**config.mk**
```make
export PLATFORM = sky130hd
export DESIGN_NAME = slave_sipo_rx_word_flat
export DESIGN_NICKNAME = d
export VERILOG_FILES = /design/src/rtl/slave_sipo_rx_word_pkg.sv /design/src/rtl/slave_sipo_rx_word_if.sv /design/src/rtl/slave_bit_counter.sv /design/src/rtl/slave_sipo_rx_word.sv /design/src/flat_wrapper.sv
export SDC_FILE = /design/constraint.sdc
export NUM_CORES = 1
export LEC_CHECK = 0
export BUFFER_PORTS_ARGS = -buffer_cell sky130_fd_sc_hd__clkbuf_2
export CAP_MARGIN = 20
export CELL_PAD_IN_SITES_DETAIL_PLACEMENT = 1
export CELL_PAD_IN_SITES_GLOBAL_PLACEMENT = 2
export CORE_ASPECT_RATIO = 1.4
export CORE_UTILIZATION = 25
export CTS_CLUSTER_DIAMETER = 100
export DETAILED_ROUTE_END_ITERATION = 10
export GPL_TIMING_DRIVEN = 0
export PLACE_DENSITY = 0.67
export REMOVE_ABC_BUFFERS = 1
export SLEW_MARGIN = 20
export SYNTH_ARGS = -nofsm -noshare
export SYNTH_HDL_FRONTEND = slang
export SYNTH_SLANG_ARGS = --single-unit
```
**constraint.sdc**
```tcl
create_clock -name slave_scl_sixt -period 1.8 [get_ports slave_scl_sixt]
set_input_delay 0.36 -clock slave_scl_sixt [delete_from_list [all_inputs] [get_ports slave_scl_sixt]]
set_output_delay 0.36 -clock slave_scl_sixt [all_outputs]
set_load 0.01 [all_outputs]
```
**src/rtl/slave_sipo_rx_word_pkg.sv**
```systemverilog
// Shared definitions for the I2C slave serial receive path.
// This package holds the default word geometry and the bit-order encoding
// used by the slave PISO/SIPO blocks.
package slave_sipo_rx_word_pkg;

  localparam int DEF_DATA_WIDTH = 8;
  localparam int DEF_CNT_WIDTH  = 4;

  // Bit-order encoding for the MSB_FIRST parameter.
  typedef enum logic {
    ORDER_LSB_FIRST = 1'b0,
    ORDER_MSB_FIRST = 1'b1
  } bit_order_e;

  localparam int DEF_MSB_FIRST = int'(ORDER_MSB_FIRST);

endpackage

```
**src/rtl/slave_sipo_rx_word_if.sv**
```systemverilog
// Handshake/bus bundle between slave control logic and the SIPO receive word.
//   master : slave control side; drives serial bit, shift enable, frame clear,
//            data ack and overrun clear; observes the received word and status.
//   slave  : receive register side; the mirror image of master.
interface slave_sipo_rx_word_if
  import slave_sipo_rx_word_pkg::*;
#(
  parameter int DATA_WIDTH = DEF_DATA_WIDTH,
  parameter int CNT_WIDTH  = DEF_CNT_WIDTH
);

  logic                  slave_serial_in;
  logic                  slave_rec_data_shift;
  logic                  slave_frame_clr;
  logic                  slave_data_ack;
  logic                  slave_ovr_clr;
  logic [DATA_WIDTH-1:0] slave_data_out;
  logic                  slave_data_valid;
  logic                  slave_word_done;
  logic                  slave_overrun;
  logic [CNT_WIDTH-1:0]  slave_bit_cnt;

  modport master (
    output slave_serial_in, slave_rec_data_shift, slave_frame_clr,
           slave_data_ack, slave_ovr_clr,
    input  slave_data_out, slave_data_valid, slave_word_done,
           slave_overrun, slave_bit_cnt
  );

  modport slave (
    input  slave_serial_in, slave_rec_data_shift, slave_frame_clr,
           slave_data_ack, slave_ovr_clr,
    output slave_data_out, slave_data_valid, slave_word_done,
           slave_overrun, slave_bit_cnt
  );

endinterface

```
**src/rtl/slave_bit_counter.sv**
```systemverilog
// Bit counter for the slave serial blocks.
// Counts enabled cycles from 0 to TERMINAL and wraps to 0.
//   clk_i  : clock, rising edge
//   rst_i  : asynchronous active-high reset
//   en_i   : count enable
//   clr_i  : synchronous clear, wins over en_i
//   cnt_o  : current count (registered)
//   wrap_o : high in the cycle whose enabled count step wraps TERMINAL -> 0
module slave_bit_counter #(
  parameter int CNT_WIDTH = 4,
  parameter int TERMINAL  = 7
) (
  input  logic                 clk_i,
  input  logic                 rst_i,
  input  logic                 en_i,
  input  logic                 clr_i,
  output logic [CNT_WIDTH-1:0] cnt_o,
  output logic                 wrap_o
);

  localparam logic [CNT_WIDTH-1:0] TERM = CNT_WIDTH'(TERMINAL);

  logic [CNT_WIDTH-1:0] cnt_q, cnt_d;

  always_comb begin
    cnt_d  = cnt_q;
    wrap_o = 1'b0;
    if (clr_i) begin
      cnt_d = '0;
    end else if (en_i) begin
      if (cnt_q == TERM) begin
        cnt_d  = '0;
        wrap_o = 1'b1;
      end else begin
        cnt_d = cnt_q + 1'b1;
      end
    end
  end

  always_ff @(posedge clk_i or posedge rst_i) begin
    if (rst_i) cnt_q <= '0;
    else       cnt_q <= cnt_d;
  end

  assign cnt_o = cnt_q;

endmodule

```
**src/rtl/slave_sipo_rx_word.sv**
```systemverilog
// Serial-in/parallel-out receive word for the I2C slave data path.
// Shifts qualified SDA bits, counts them to a full word, and hands each
// completed word to slave control through a holding register with a
// valid/ack handshake. A word that completes while the holding register is
// still unconsumed is dropped and flagged in a sticky overrun bit.
//   slave_scl_sixt : oversampled slave clock, rising edge
//   slave_rst      : asynchronous active-high reset
//   bus (slave)    : serial_in, rec_data_shift, frame_clr, data_ack, ovr_clr in;
//                    data_out, data_valid, word_done, overrun, bit_cnt out
module slave_sipo_rx_word
  import slave_sipo_rx_word_pkg::*;
#(
  parameter int DATA_WIDTH = DEF_DATA_WIDTH,
  parameter int MSB_FIRST  = DEF_MSB_FIRST,
  parameter int CNT_WIDTH  = DEF_CNT_WIDTH
) (
  input  logic                 slave_scl_sixt,
  input  logic                 slave_rst,
  slave_sipo_rx_word_if.slave  bus
);

  localparam bit SHIFT_LEFT = (MSB_FIRST == int'(ORDER_MSB_FIRST));

  logic [DATA_WIDTH-1:0] shift_q, shift_d;
  logic [DATA_WIDTH-1:0] data_q, data_d;
  logic                  valid_q, valid_d;
  logic                  ovr_q, ovr_d;
  logic                  done_q;
  logic                  word_wrap;
  logic                  ovr_set;

  // Counter wraps on the shift that samples the last bit of a word; its
  // clear input already gives frame_clr priority over that shift.
  slave_bit_counter #(
    .CNT_WIDTH (CNT_WIDTH),
    .TERMINAL  (DATA_WIDTH - 1)
  ) u_bit_cnt (
    .clk_i  (slave_scl_sixt),
    .rst_i  (slave_rst),
    .en_i   (bus.slave_rec_data_shift),
    .clr_i  (bus.slave_frame_clr),
    .cnt_o  (bus.slave_bit_cnt),
    .wrap_o (word_wrap)
  );

  always_comb begin
    shift_d = shift_q;
    if (bus.slave_frame_clr) begin
      shift_d = '0;
    end else if (bus.slave_rec_data_shift) begin
      shift_d = SHIFT_LEFT ? {shift_q[DATA_WIDTH-2:0], bus.slave_serial_in}
                           : {bus.slave_serial_in, shift_q[DATA_WIDTH-1:1]};
    end
  end

  // shift_d already contains the bit sampled on this edge, so it is the
  // completion word and can be loaded on the same edge.
  assign ovr_set = word_wrap && valid_q && !bus.slave_data_ack;

  always_comb begin
    data_d  = data_q;
    valid_d = valid_q;
    if (word_wrap) begin
      if (!valid_q || bus.slave_data_ack) begin
        data_d  = shift_d;
        valid_d = 1'b1;
      end
    end else if (bus.slave_data_ack) begin
      valid_d = 1'b0;
    end
  end

  // Setting wins over a simultaneous clear so a drop is never lost.
  always_comb begin
    ovr_d = ovr_q;
    if (ovr_set)                ovr_d = 1'b1;
    else if (bus.slave_ovr_clr) ovr_d = 1'b0;
  end

  always_ff @(posedge slave_scl_sixt or posedge slave_rst) begin
    if (slave_rst) begin
      shift_q <= '0;
      data_q  <= '0;
      valid_q <= 1'b0;
      ovr_q   <= 1'b0;
      done_q  <= 1'b0;
    end else begin
      shift_q <= shift_d;
      data_q  <= data_d;
      valid_q <= valid_d;
      ovr_q   <= ovr_d;
      done_q  <= word_wrap;
    end
  end

  assign bus.slave_data_out   = data_q;
  assign bus.slave_data_valid = valid_q;
  assign bus.slave_word_done  = done_q;
  assign bus.slave_overrun    = ovr_q;

endmodule

```
**src/flat_wrapper.sv**
```systemverilog
// flat-port wrapper written by rule: the top's interface ports become plain ports
module slave_sipo_rx_word_flat import slave_sipo_rx_word_pkg::*;
#(
  parameter int DATA_WIDTH = DEF_DATA_WIDTH,
  parameter int MSB_FIRST  = DEF_MSB_FIRST,
  parameter int CNT_WIDTH  = DEF_CNT_WIDTH
)
  (slave_scl_sixt, slave_rst, bus_slave_serial_in, bus_slave_rec_data_shift, bus_slave_frame_clr, bus_slave_data_ack, bus_slave_ovr_clr, bus_slave_data_out, bus_slave_data_valid, bus_slave_word_done, bus_slave_overrun, bus_slave_bit_cnt);
  slave_sipo_rx_word_if #(.DATA_WIDTH(DATA_WIDTH), .CNT_WIDTH(CNT_WIDTH)) bus_i ();
  input  logic slave_scl_sixt;
  input  logic slave_rst;
  input wire logic [$bits(bus_i.slave_serial_in)-1:0] bus_slave_serial_in;
  input wire logic [$bits(bus_i.slave_rec_data_shift)-1:0] bus_slave_rec_data_shift;
  input wire logic [$bits(bus_i.slave_frame_clr)-1:0] bus_slave_frame_clr;
  input wire logic [$bits(bus_i.slave_data_ack)-1:0] bus_slave_data_ack;
  input wire logic [$bits(bus_i.slave_ovr_clr)-1:0] bus_slave_ovr_clr;
  output wire logic [$bits(bus_i.slave_data_out)-1:0] bus_slave_data_out;
  output wire logic [$bits(bus_i.slave_data_valid)-1:0] bus_slave_data_valid;
  output wire logic [$bits(bus_i.slave_word_done)-1:0] bus_slave_word_done;
  output wire logic [$bits(bus_i.slave_overrun)-1:0] bus_slave_overrun;
  output wire logic [$bits(bus_i.slave_bit_cnt)-1:0] bus_slave_bit_cnt;
  assign bus_i.slave_serial_in = bus_slave_serial_in;
  assign bus_i.slave_rec_data_shift = bus_slave_rec_data_shift;
  assign bus_i.slave_frame_clr = bus_slave_frame_clr;
  assign bus_i.slave_data_ack = bus_slave_data_ack;
  assign bus_i.slave_ovr_clr = bus_slave_ovr_clr;
  assign bus_slave_data_out = bus_i.slave_data_out;
  assign bus_slave_data_valid = bus_i.slave_data_valid;
  assign bus_slave_word_done = bus_i.slave_word_done;
  assign bus_slave_overrun = bus_i.slave_overrun;
  assign bus_slave_bit_cnt = bus_i.slave_bit_cnt;
  slave_sipo_rx_word #(.DATA_WIDTH(DATA_WIDTH), .MSB_FIRST(MSB_FIRST), .CNT_WIDTH(CNT_WIDTH)) u_core (.slave_scl_sixt(slave_scl_sixt), .slave_rst(slave_rst), .bus(bus_i));
endmodule
```
==> reports/metrics.cfg <==
[timing]
final.setup_skew_ns = 0.00633
slew-limit-headroom = 0.402
drv_slew = 0
fin_crit_sh = 0.900
tightest_slew_ns = 0.895
hold_viol_final = 0
rsz0062_at_grt = false
worst_slack_ns = 0.181
period_needed_ns = 1.62
fmax_mhz = 618
setup_viol = 0

[clocking]
cts-root-buf = clkbuf_8
tritoncts = done
cts_buffers = 3
htreeDepth = 1
clkLatencyLatePin_ns = 0.26
path_clk_slew_ns = 0.09
cts.path.max_buffers = 2
clock_sinks = 23
cts-resized-gates = 0

[layout]
layout-drive-gt1-share = 0.375
final_cell_mix = dfrtp_1 (23), clkbuf_2 (21), nor2_1 (10)
area_growth_syn_to_layout_pct = 21.3
mostFrequentLayoutCell = dfrtp_1
diodes = 0
fin_nets = 105
final_area_um2 = 1160
stdcell_count = 138

[setup_path]
r2r_slack_ns = 0.18
worst_path_largest_cell_delay_ns = 0.43
worstPathRequired_ns = 1.95
path_cells = ha_1 -> nand3b_4 -> nor3b_4 -> buf_12 -> mux2_2
critPathMaxFanout = 8
cp-start-kind = flip-flop
cp-end-kind = flip-flop
critical_path_class = flip-flop to flip-flop
cp_num_buf_inv = 1
critical-path-slowest-cell = dfrtp_1
crit_family = flip-flops
crit_arrival_ns = 1.77

[placement]
io_buffers = 21
dp_cells = 133
hpwl_mm = 1.26
routabilityCongestion = 0.689
place_area_um2 = 1090
preCtsSetupSlack_ns = -0.0254

[global_route]
grt_max_degree = 24
grt_pass1_wl_mm = 3.02
grt_pass1_vias = 639
grt_usage = 0.105
antenna_found_initial = 0
overflow = 0

[floorplan]
die_h_um = 75.2
rows = 26
initial_core_util = 0.262
fp.dieW_um = 54.3
core_area_um2 = 3640
die_area_um2 = 4080
pin_count = 22

[routing]
drtAntennaViolNets = 0
wire_per_inst_um = 12.8
vias = 609
wirelength_mm = 1.77
drc_errors = 0
viasPerCell = 4.41
drt_iter0_drc = 11
firstDrtPassIters = 3

[yosys]
synth_top_area_frac = 0.602
ys_ff_latch = 23
syn_inst = 73
yosys_warnings = 0
avgSynthCellArea_um2 = 13.1
netlist_area_um2 = 956
ys_seq_area_frac = 0.602
ys_top_cells_by_area = dfrtp_1 (60%), mux2i_1 (9.4%), mux2_2 (9.4%)
ys_types = 19
synth_top_area_cell = dfrtp_1

[run]
maxCapViolations = 0

[outcome]
status = finished clean

[pwr]
power.leakage_nw = 0.648
peakVddDrop_mv = 0.449
p_per_area_nw_per_um2 = 779

[min_path]
hold_class = input pin to async pin

## cell usage after synthesis
library cell   n
ha_1           1
nand3b_1       1
or2_2          1
xor2_1         1
nand2_1        3
buf_4          2
or3_1          1
clkbuf_1       1
nor2_1        10
nand2b_1       3
inv_1          3
nor3b_4        1
mux2i_1        9
nand3b_4       1
dfrtp_1       23
nand4_1        1
o22ai_1        1
a21oi_1        2
mux2_2         8
## per-stage QoR
stage          setup TNS (ns)  hold slack, ns   util  total power [W]
2_1_floorplan               0           0.362      -         0.000565
3_3_place_gp           -0.173           0.492  0.300         0.000591
3_5_place_dp           -0.176           0.499  0.300         0.000593
4_1_cts                     0           0.283  0.313         0.000917
5_1_grt                     0           0.286  0.318         0.000944
6_report                    0           0.255  0.318         0.000903
## registers in the layout, indices dropped and copies added (netlist names)
signal and cells:
u_core.bus.slave_data_out 8, u_core.bus.slave_data_valid 1, u_core.bus.slave_word_done 1, u_core.shift_q 8, u_core.bus.slave_overrun 1, u_core.u_bit_cnt.cnt_o 4
## final cells by class
class / count / area, um2
Inverter: 3 / 11.3
Clock buffer: 4 / 45.0
Multi-Input combinational cell: 44 / 350
Timing Repair Buffer: 22 / 125
Sequential cell: 23 / 576
Fill cell: 423 / 2480
Tap cell: 42 / 52.6
## power by group
group | switching [W] | leakage [nW] | internal (W)
sequential | 0.00000634 | 0.319 | 0.000523
clock | 0.000165 | 0.0228 | 0.000158
combinational | 0.0000325 | 0.306 | 0.0000190
total | 0.000204 | 0.648 | 0.000700
## per-layer routing
| metal | wire length, um | GRT usage | vias to the layer above |
|---|---|---|---|
| met2 | 953 | 0.173 | 11 |
| li1 | - | - | 292 |
| met3 | 63 | 0.0182 | 2 |
| met5 | 0 | 0 | - |
| met4 | 14 | 0.0513 | 0 |
| met1 | 736 | 0.128 | 304 |
## cell families after synthesis
| kind of cell | Yosys count | share of synthesized area |
|---|---|---|
| flops | 23 | 0.602 |
| fa+ha+maj | 1 | 0.0131 |
| compound gates | 3 | 0.0170 |
| xor+xnor | 1 | 0.00916 |
| simple gates | 22 | 0.139 |
| buf+inv | 6 | 0.0314 |
| mux | 17 | 0.188 |
## worst register-to-register path: stages (launching register included)
cell      delay, ns
dfrtp_1        0.43
ha_1           0.26
nand3b_4       0.12
nor3b_4        0.23
buf_12         0.15
mux2_2         0.32
## timing repair
item,CTS,global route
setup buffers,0,1
hold buffers,0,0
endpoints found under the setup margin,0,8
## path summary, 6_finish.rpt
path                                                              end  depth (start not counted)                                     start
max                          u_core.bus.slave_data_out[2]$_DFFE_PP0P_                          5     u_core.u_bit_cnt.cnt_o[0]$_DFFE_PP0P_
min                             u_core.u_bit_cnt.cnt_o[2]$_DFFE_PP0P_                          2                                 slave_rst
min reg2reg                  u_core.bus.slave_data_out[2]$_DFFE_PP0P_                          1  u_core.bus.slave_data_out[2]$_DFFE_PP0P_
min in group slave_scl_sixt      u_core.bus.slave_overrun$_DFFE_PP0P_                          2                         bus_slave_ovr_clr
max reg2reg                  u_core.bus.slave_data_out[2]$_DFFE_PP0P_                          5     u_core.u_bit_cnt.cnt_o[0]$_DFFE_PP0P_
max in group asynchronous                 u_core.shift_q[1]$_DFF_PP0_                          2                                 slave_rst
Power figures use the tool's default switching activity.
